--- src/rtl/step_pulse_gen_pkg.sv ---
// Shared constants and the state encoding for the step/direction pulse generator.
// Timing defaults are derived from the 50 MHz system clock.
package step_pulse_gen_pkg;

    localparam int CLK_HZ      = 50_000_000;
    localparam int CLKS_PER_US = CLK_HZ / 1_000_000;

    localparam int DEF_PULSE_W    = CLKS_PER_US;      // 1 us step high time
    localparam int DEF_DIR_SETUP  = 5 * CLKS_PER_US;  // 5 us dir-to-step setup
    localparam int DEF_MIN_PERIOD = 2 * CLKS_PER_US;  // 2 us fastest step rate

    typedef enum logic [1:0] {
        ST_IDLE,
        ST_SETUP,
        ST_HIGH,
        ST_LOW
    } state_e;

endpackage

--- src/rtl/step_pulse_gen_if.sv ---
// Tracking-controller <-> step generator signal bundle.
// The controller side is the master; the pulse generator is the slave.
interface step_pulse_gen_if #(
    parameter int WIDTH_WORK = 16,
    parameter int POS_WIDTH  = 32
);
    logic                         drv_enable_SM;
    logic                         drv_dir;
    logic        [WIDTH_WORK-1:0] n;
    logic                         drv_step;
    logic                         dir_out;
    logic                         busy;
    logic signed [POS_WIDTH-1:0]  position;
    logic                         clamped;

    modport master (
        output drv_enable_SM, drv_dir, n,
        input  drv_step, dir_out, busy, position, clamped
    );

    modport slave (
        input  drv_enable_SM, drv_dir, n,
        output drv_step, dir_out, busy, position, clamped
    );
endinterface

--- src/rtl/step_pos_counter.sv ---
// Signed step counter: +1 per step strobe when dir=1, -1 otherwise.
// Wraps modulo 2^POS_WIDTH.
module step_pos_counter #(
    parameter int POS_WIDTH = 32
) (
    input  logic                        clk,
    input  logic                        rst,
    input  logic                        step,
    input  logic                        dir,
    output logic signed [POS_WIDTH-1:0] count
);
    localparam logic signed [POS_WIDTH-1:0] ONE = POS_WIDTH'(1);

    // NOTE: sequential state uses <= so every flop samples pre-edge values.
    always_ff @(posedge clk or posedge rst) begin
        if (rst) begin
            count <= '0;
        end else if (step) begin
            count <= dir ? count + ONE : count - ONE;
        end
    end
endmodule

--- src/rtl/step_pulse_gen.sv ---
// Step/direction pulse generator: fixed-width step pulses at a latched period,
// with a direction setup gap inserted whenever the requested direction changes.
module step_pulse_gen
    import step_pulse_gen_pkg::*;
#(
    parameter int WIDTH_WORK = 16,
    parameter int POS_WIDTH  = 32,
    parameter int PULSE_W    = DEF_PULSE_W,
    parameter int DIR_SETUP  = DEF_DIR_SETUP,
    parameter int MIN_PERIOD = DEF_MIN_PERIOD   // must exceed PULSE_W
) (
    input logic             clk,
    input logic             rst,
    step_pulse_gen_if.slave bus
);
    localparam int SETUP_W = (DIR_SETUP > 1) ? $clog2(DIR_SETUP) : 1;

    localparam logic [WIDTH_WORK-1:0] PULSE_LAST = WIDTH_WORK'(PULSE_W - 1);
    localparam logic [WIDTH_WORK-1:0] MIN_P      = WIDTH_WORK'(MIN_PERIOD);
    localparam logic [WIDTH_WORK-1:0] W_ONE      = WIDTH_WORK'(1);
    localparam logic [SETUP_W-1:0]    SETUP_LAST = SETUP_W'(DIR_SETUP - 1);
    localparam logic [SETUP_W-1:0]    S_ONE      = SETUP_W'(1);

    state_e                 state, state_next;
    logic                   start_pulse, enter_setup;
    logic                   n_zero;
    logic [WIDTH_WORK-1:0]  period_cnt;   // clocks since the current rising edge
    logic [WIDTH_WORK-1:0]  p_eff;
    logic [SETUP_W-1:0]     setup_cnt;
    logic                   drv_step_q, dir_out_q, clamped_q;
    logic signed [POS_WIDTH-1:0] position;

    assign n_zero = (bus.n == '0);

    always_ff @(posedge clk or posedge rst) begin
        if (rst) state <= ST_IDLE;
        else     state <= state_next;
    end

    // NOTE: every output of this block gets a default first, so no latches are inferred.
    always_comb begin
        state_next  = state;
        start_pulse = 1'b0;
        enter_setup = 1'b0;
        unique case (state)
            ST_IDLE: begin
                if (bus.drv_enable_SM && !n_zero) begin
                    if (bus.drv_dir != dir_out_q) enter_setup = 1'b1;
                    else                          start_pulse = 1'b1;
                end
            end
            ST_SETUP: begin
                if (!bus.drv_enable_SM)          state_next  = ST_IDLE;
                else if (setup_cnt == SETUP_LAST) start_pulse = 1'b1;
            end
            ST_HIGH: begin
                if (period_cnt == PULSE_LAST) state_next = ST_LOW;
            end
            ST_LOW: begin
                if (period_cnt == p_eff - W_ONE) begin
                    if (!bus.drv_enable_SM || n_zero)   state_next  = ST_IDLE;
                    else if (bus.drv_dir != dir_out_q) enter_setup = 1'b1;
                    else                               start_pulse = 1'b1;
                end
            end
            default: state_next = ST_IDLE;
        endcase
        if (start_pulse) state_next = ST_HIGH;
        if (enter_setup) state_next = ST_SETUP;
    end

    always_ff @(posedge clk or posedge rst) begin
        if (rst) begin
            drv_step_q <= 1'b0;
            dir_out_q  <= 1'b0;
            clamped_q  <= 1'b0;
            period_cnt <= '0;
            p_eff      <= '0;
            setup_cnt  <= '0;
        end else begin
            drv_step_q <= (state_next == ST_HIGH);
            clamped_q  <= start_pulse && !n_zero && (bus.n < MIN_P);

            // The period is only ever sampled at a pulse start.
            if (start_pulse) begin
                p_eff      <= (bus.n < MIN_P) ? MIN_P : bus.n;
                period_cnt <= '0;
            end else if (state == ST_HIGH || state == ST_LOW) begin
                period_cnt <= period_cnt + W_ONE;
            end

            if (enter_setup) begin
                dir_out_q <= bus.drv_dir;
                setup_cnt <= '0;
            end else if (state == ST_SETUP) begin
                setup_cnt <= setup_cnt + S_ONE;
            end
        end
    end

    step_pos_counter #(
        .POS_WIDTH (POS_WIDTH)
    ) u_pos (
        .clk   (clk),
        .rst   (rst),
        .step  (start_pulse),
        .dir   (dir_out_q),
        .count (position)
    );

    assign bus.drv_step = drv_step_q;
    assign bus.dir_out  = dir_out_q;
    assign bus.clamped  = clamped_q;
    assign bus.position = position;
    assign bus.busy     = (state != ST_IDLE);
endmodule

--- src/flat_wrapper.sv ---
// flat-port wrapper written by rule: the top's interface ports become plain ports
module step_pulse_gen_flat import step_pulse_gen_pkg::*;
#(
    parameter int WIDTH_WORK = 16,
    parameter int POS_WIDTH  = 32,
    parameter int PULSE_W    = DEF_PULSE_W,
    parameter int DIR_SETUP  = DEF_DIR_SETUP,
    parameter int MIN_PERIOD = DEF_MIN_PERIOD                         
)
  (clk, rst, bus_drv_enable_SM, bus_drv_dir, bus_n, bus_drv_step, bus_dir_out, bus_busy, bus_position, bus_clamped);
  step_pulse_gen_if #(.WIDTH_WORK(WIDTH_WORK), .POS_WIDTH(POS_WIDTH)) bus_i ();
  input logic clk;
  input logic rst;
  input wire logic [$bits(bus_i.drv_enable_SM)-1:0] bus_drv_enable_SM;
  input wire logic [$bits(bus_i.drv_dir)-1:0] bus_drv_dir;
  input wire logic [$bits(bus_i.n)-1:0] bus_n;
  output wire logic [$bits(bus_i.drv_step)-1:0] bus_drv_step;
  output wire logic [$bits(bus_i.dir_out)-1:0] bus_dir_out;
  output wire logic [$bits(bus_i.busy)-1:0] bus_busy;
  output wire logic [$bits(bus_i.position)-1:0] bus_position;
  output wire logic [$bits(bus_i.clamped)-1:0] bus_clamped;
  assign bus_i.drv_enable_SM = bus_drv_enable_SM;
  assign bus_i.drv_dir = bus_drv_dir;
  assign bus_i.n = bus_n;
  assign bus_drv_step = bus_i.drv_step;
  assign bus_dir_out = bus_i.dir_out;
  assign bus_busy = bus_i.busy;
  assign bus_position = bus_i.position;
  assign bus_clamped = bus_i.clamped;
  step_pulse_gen #(.WIDTH_WORK(WIDTH_WORK), .POS_WIDTH(POS_WIDTH), .PULSE_W(PULSE_W), .DIR_SETUP(DIR_SETUP), .MIN_PERIOD(MIN_PERIOD)) u_core (.clk(clk), .rst(rst), .bus(bus_i));
endmodule
--- config.mk ---
export PLATFORM = sky130hd
export DESIGN_NAME = step_pulse_gen_flat
export DESIGN_NICKNAME = d
export VERILOG_FILES = /design/src/rtl/step_pulse_gen_pkg.sv /design/src/rtl/step_pulse_gen_if.sv /design/src/rtl/step_pos_counter.sv /design/src/rtl/step_pulse_gen.sv /design/src/flat_wrapper.sv
export SDC_FILE = /design/constraint.sdc
export NUM_CORES = 1
export LEC_CHECK = 0
export CAP_MARGIN = 0
export CORE_MARGIN = 2
export CORE_UTILIZATION = 30
export DETAILED_ROUTE_END_ITERATION = 12
export HOLD_SLACK_MARGIN = 0.06
export SKIP_CTS_REPAIR_TIMING = 1
export SLEW_MARGIN = 0
export SYNTH_ARGS = -nofsm -noshare
export SYNTH_HDL_FRONTEND = slang
export SYNTH_SLANG_ARGS = --single-unit
--- constraint.sdc ---
create_clock -name clk -period 4.5 [get_ports clk]
set_clock_uncertainty 0.15 [all_clocks]
set_input_delay 0.9 -clock clk [delete_from_list [all_inputs] [get_ports clk]]
set_output_delay 0.9 -clock clk [all_outputs]
set_load 0.02 [all_outputs]
==> impl_results.html <==
<table>
<tr><th>Metric</th><th>Value</th></tr>
<tr><th colspan="2">Synth</th></tr>
<tr><td>Top post-synthesis cells by area</td><td>sky130_fd_sc_hd__dfrtp_1 (35%), sky130_fd_sc_hd__ha_1 (9.1%), sky130_fd_sc_hd__nand2_1 (6.8%)</td></tr>
<tr><td>Synthesized instance count</td><td>652</td></tr>
<tr><td>Most frequent cell after synthesis</td><td>sky130_fd_sc_hd__nand2_1</td></tr>
<tr><td>Seq/Total Area, Yosys</td><td>35.13%</td></tr>
<tr><td>Netlist area before placement</td><td>5485 um^2</td></tr>
<tr><td>Leading register cell type out of synthesis</td><td>sky130_fd_sc_hd__dfrtp_1</td></tr>
<tr><td>Synth async-reset ratio</td><td>100.0%</td></tr>
<tr><td>Number of flops mapped to enable cells by yosys</td><td>0</td></tr>
<tr><td>Yosys reg bits</td><td>77</td></tr>
<tr><td>Top-area cell type share of the netlist area</td><td>35.13%</td></tr>
<tr><td>Number of warnings issued by yosys</td><td>0</td></tr>
<tr><td>Most area-hungry cell type in the Yosys netlist</td><td>sky130_fd_sc_hd__dfrtp_1</td></tr>
<tr><td>Syn avg cell area</td><td>8.413 um^2</td></tr>
<tr><td>Post-synthesis net count</td><td>713</td></tr>
<tr><td>Synth cell count leaders</td><td>sky130_fd_sc_hd__nand2_1 (100), sky130_fd_sc_hd__dfrtp_1 (77), sky130_fd_sc_hd__nor2_1 (58)</td></tr>
<tr><td>Number of unique standard cell types used by synthesis</td><td>60</td></tr>
<tr><th colspan="2">Detailed routing</th></tr>
<tr><td>Number of nets with antenna violations after routing</td><td>0</td></tr>
<tr><td>Final wirelength</td><td>13500 um</td></tr>
<tr><td>Average wire per cell in the routed design</td><td>14.37 um</td></tr>
<tr><td>Detail-routed via count per cell</td><td>5.050</td></tr>
<tr><td>Number of design rule violations left after detail routing</td><td>0</td></tr>
<tr><td>Count of vias placed by the detailed router</td><td>4742</td></tr>
<tr><td>Initial DRC Count</td><td>251</td></tr>
<tr><td>First-pass detailed-route iteration total</td><td>4</td></tr>
<tr><th colspan="2">Cells and area</th></tr>
<tr><td>Post-layout net count</td><td>766</td></tr>
<tr><td>Diode count</td><td>0</td></tr>
<tr><td>Ratio of cells with drive above 1 in the final layout</td><td>6.197%</td></tr>
<tr><td>Finished Layout Cells</td><td>939</td></tr>
<tr><td>Number of filler instances in the final layout</td><td>1841</td></tr>
<tr><td>Synthesis-to-layout area growth</td><td>21.78%</td></tr>
<tr><th colspan="2">Worst setup path</th></tr>
<tr><td>Crit path launch</td><td>u_core.p_eff[8]</td></tr>
<tr><td>Required arrival time at the worst endpoint</td><td>4590 ps</td></tr>
<tr><td>Reg-to-reg startpoint</td><td>u_core.p_eff[8]</td></tr>
<tr><td>Max incr delay on CP</td><td>550 ps</td></tr>
<tr><td>Dominant delay contributor by cell family on the critical path</td><td>simple AND/OR/NAND/NOR gates</td></tr>
<tr><td>Number of buffers and inverters on the critical path</td><td>0</td></tr>
<tr><td>Highest net fanout along the worst path</td><td>6</td></tr>
<tr><td>Ordered cell list for the critical path</td><td>or2_1, or4b_4, or4_1, a22o_1, a2111oi_1, o2111ai_1, o221a_2, or4_4, xnor2_2</td></tr>
<tr><td>Critical Path Start Type</td><td>flip-flop</td></tr>
<tr><td>Data arrival at the endpoint of the critical path</td><td>4090 ps</td></tr>
<tr><td>Crit-path slowest cell</td><td>sky130_fd_sc_hd__or4_4</td></tr>
<tr><td>Worst setup EP type</td><td>flip-flop</td></tr>
<tr><td>Critical path start-end classification</td><td>flip-flop to flip-flop</td></tr>
<tr><th colspan="2">STA</th></tr>
<tr><td>Max-slew violation count</td><td>0</td></tr>
<tr><td>Headroom to the max-slew limit</td><td>55.57%</td></tr>
<tr><td>Fin Setup TNS</td><td>0 ps</td></tr>
<tr><td>Max Clock Freq</td><td>249.8 MHz</td></tr>
<tr><td>Final min period</td><td>4003 ps</td></tr>
<tr><td>Unrepaired setup endpoints after global routing</td><td>false</td></tr>
<tr><td>Final count of hold timing violations</td><td>0</td></tr>
<tr><td>Slew at the pin closest to its max-slew limit</td><td>660.3 ps</td></tr>
<tr><td>Part of the cycle the worst path needs</td><td>88.96%</td></tr>
<tr><td>Endpoints failing setup</td><td>0</td></tr>
<tr><th colspan="2">Hold path</th></tr>
<tr><td>Hold Path Class</td><td>flip-flop to flip-flop</td></tr>
<tr><td>Hold_sp</td><td>u_core.u_pos.count[16]</td></tr>
<tr><th colspan="2">GRT</th></tr>
<tr><td>Global-route usage over all layers</td><td>14.52%</td></tr>
<tr><td>Overflow after GRT</td><td>0</td></tr>
<tr><td>Wire length of the first global-routing pass</td><td>23290 um</td></tr>
<tr><td>Largest net degree at the start of global routing</td><td>53</td></tr>
<tr><td>Vias in the first global route</td><td>4728</td></tr>
<tr><td>Antenna violations before repair</td><td>0</td></tr>
<tr><th colspan="2">Clocking</th></tr>
<tr><td>H-Tree Level Count</td><td>3</td></tr>
<tr><td>Clock transition at path regs</td><td>60 ps</td></tr>
<tr><td>Max clock buf depth</td><td>2</td></tr>
<tr><td>Clk sink count</td><td>77</td></tr>
<tr><td>Insertion delay of the later-clocked pin in the worst-skew pair</td><td>350 ps</td></tr>
<tr><td>Library cell used as clock root buffer</td><td>sky130_fd_sc_hd__clkbuf_16</td></tr>
<tr><td>TritonCTS clock tree</td><td>built</td></tr>
<tr><td>TritonCTS buffer count</td><td>9</td></tr>
<tr><th colspan="2">Run</th></tr>
<tr><td># Max-Cap Violations</td><td>0</td></tr>
<tr><th colspan="2">Die</th></tr>
<tr><td>Site row count</td><td>49</td></tr>
<tr><td>Height of the die</td><td>139.2 um</td></tr>
<tr><td>Total I/O pin count</td><td>56</td></tr>
<tr><td>Starting utilization of the core area</td><td>30.54%</td></tr>
<tr><td>Area enclosed by the die boundary</td><td>19380 um^2</td></tr>
<tr><td>Die extent in x</td><td>139.2 um</td></tr>
<tr><td>Std-Cell Core Area</td><td>17960 um^2</td></tr>
<tr><th colspan="2">Pwr</th></tr>
<tr><td>Static leakage</td><td>2.903 nW</td></tr>
<tr><td>Maximum vdd ir drop</td><td>441.1 uV</td></tr>
<tr><td>Cell area power density</td><td>887.0 nW/um^2</td></tr>
<tr><th colspan="2">Place</th></tr>
<tr><td>Last weighted congestion value of the routability-driven placer</td><td>0.8378</td></tr>
<tr><td>Instance count after placement with tap cells included</td><td>923</td></tr>
<tr><td>Half-perimeter wire length of the detailed placement result</td><td>9976 um</td></tr>
<tr><td>I/O Buffers</td><td>55</td></tr>
<tr><th colspan="2">Run status</th></tr>
<tr><td>Outcome</td><td>complete, no violations</td></tr>
</table>
[area by class of cell]
| type | instances | area [um^2] | area share [%] |
|---|---|---|---|
| Timing Repair Buffer | 69 | 655.6 | 9.815 |
| Tap cell | 229 | 286.5 | 4.289 |
| Clock inverter | 6 | 111.4 | 1.667 |
| Multi-Input combinational cell | 527 | 3391 | 50.76 |
| Sequential cell | 77 | 1927 | 28.84 |
| Inverter | 21 | 80.08 | 1.199 |
| Clock buffer | 10 | 229.0 | 3.428 |
[worst register-to-register path, stage by stage (launching register included)]
cell and delay [ps]:
sky130_fd_sc_hd__dfrtp_1 430, sky130_fd_sc_hd__or2_1 260, sky130_fd_sc_hd__or4b_4 490, sky130_fd_sc_hd__or4_1 500, sky130_fd_sc_hd__a22o_1 200, sky130_fd_sc_hd__a2111oi_1 380, sky130_fd_sc_hd__o2111ai_1 360, sky130_fd_sc_hd__o221a_2 420
sky130_fd_sc_hd__or4_4 550, sky130_fd_sc_hd__xnor2_2 140
[stage by stage]
| stage | power [W] | setup WS (ps) | area, um^2 | hold slack, ps | utilization (%) |
|---|---|---|---|---|---|
| floorplan | 0.004030 | 575.7 | 5485 | 316.5 | - |
| global placement | 0.005063 | 376.2 | 6340 | 351.5 | 35.29 |
| detailed placement | 0.005070 | 349.9 | 6340 | 354.3 | 35.29 |
| CTS | 0.005968 | 453.6 | 6680 | 372.6 | 37.19 |
| global route | 0.006495 | 166.4 | 6680 | 395.0 | 37.19 |
| finish | 0.005926 | 496.8 | 6680 | 366.0 | 37.19 |
[cells in the final DEF, fill, tap and decap left out, types with 6 or more instances in the layout]
master and count:
sky130_fd_sc_hd__a21o_1 14, sky130_fd_sc_hd__xor2_1 33, sky130_fd_sc_hd__a211oi_1 11, sky130_fd_sc_hd__a31oi_1 8, sky130_fd_sc_hd__nand4_1 13, sky130_fd_sc_hd__ha_1 40
sky130_fd_sc_hd__nor2_1 58, sky130_fd_sc_hd__nand2_1 100, sky130_fd_sc_hd__clkbuf_16 9, sky130_fd_sc_hd__clkdlybuf4s50_1 55, sky130_fd_sc_hd__nor4_1 11, sky130_fd_sc_hd__o21a_1 6
sky130_fd_sc_hd__nand2b_1 10, sky130_fd_sc_hd__buf_4 14, sky130_fd_sc_hd__a21oi_1 32, sky130_fd_sc_hd__dfrtp_1 77, sky130_fd_sc_hd__nor3_1 8, sky130_fd_sc_hd__inv_1 20
sky130_fd_sc_hd__o21ai_0 55, sky130_fd_sc_hd__nand3_1 25, sky130_fd_sc_hd__xnor2_1 35
[cell families (layout without fill, tap and decap cells)]
| kind of cell | after synthesis | after routing | synth area share, % |
|---|---|---|---|
| and+or+nand+nor | 254 | 254 | 21.62 |
| AOI/OAI and AO/OA | 158 | 158 | 18.16 |
| DFF | 77 | 77 | 35.13 |
| xor gates and xnor gates | 69 | 69 | 11.15 |
| buffers and inverters | 48 | 106 | 3.490 |
| adders and majority gates | 41 | 41 | 9.489 |
| muxes | 5 | 5 | 0.9580 |
[where the power goes]
part,switching [W],total (W),internal [W]
clock,0.000307,0.000849,0.000542
sequential,0.000326,0.00131,0.000980
combinational,0.00209,0.00377,0.00168
total,0.00273,0.00593,0.00320
[layer usage]
| metal | routed length (um) | global-route usage, % | vias up |
|---|---|---|---|
| met1 | 6547 | 18.91 | 2233 |
| met3 | 429 | 3.304 | 10 |
| met5 | 0 | 0 | - |
| li1 | - | - | 2433 |
| met2 | 6388 | 24.15 | 66 |
| met4 | 131 | 4.253 | 0 |
[flip-flops by register name, indices dropped and copies added, names as in the netlist]
register	flops
u_core.state	2
u_core.bus.clamped	1
u_core.period_cnt	16
u_core.bus.dir_out	1
u_core.p_eff	16
u_core.setup_cnt	8
u_core.u_pos.count	32
u_core.bus.drv_step	1
[worst paths after layout]
| check | to | slack, ps | cells past startpoint |
|---|---|---|---|
| worst max-delay path | u_core.u_pos.count[31] | 500 | 9 |
| worst min-delay path | u_core.u_pos.count[16] | 370 | 2 |
| worst max register to register | u_core.u_pos.count[31] | 500 | 9 |
| worst min register to register | u_core.u_pos.count[16] | 370 | 2 |
| max in group asynchronous | u_core.period_cnt[8] | 2390 | 3 |
| min in group asynchronous | u_core.p_eff[15] | 790 | 2 |
Power figures use the tool's default switching activity.
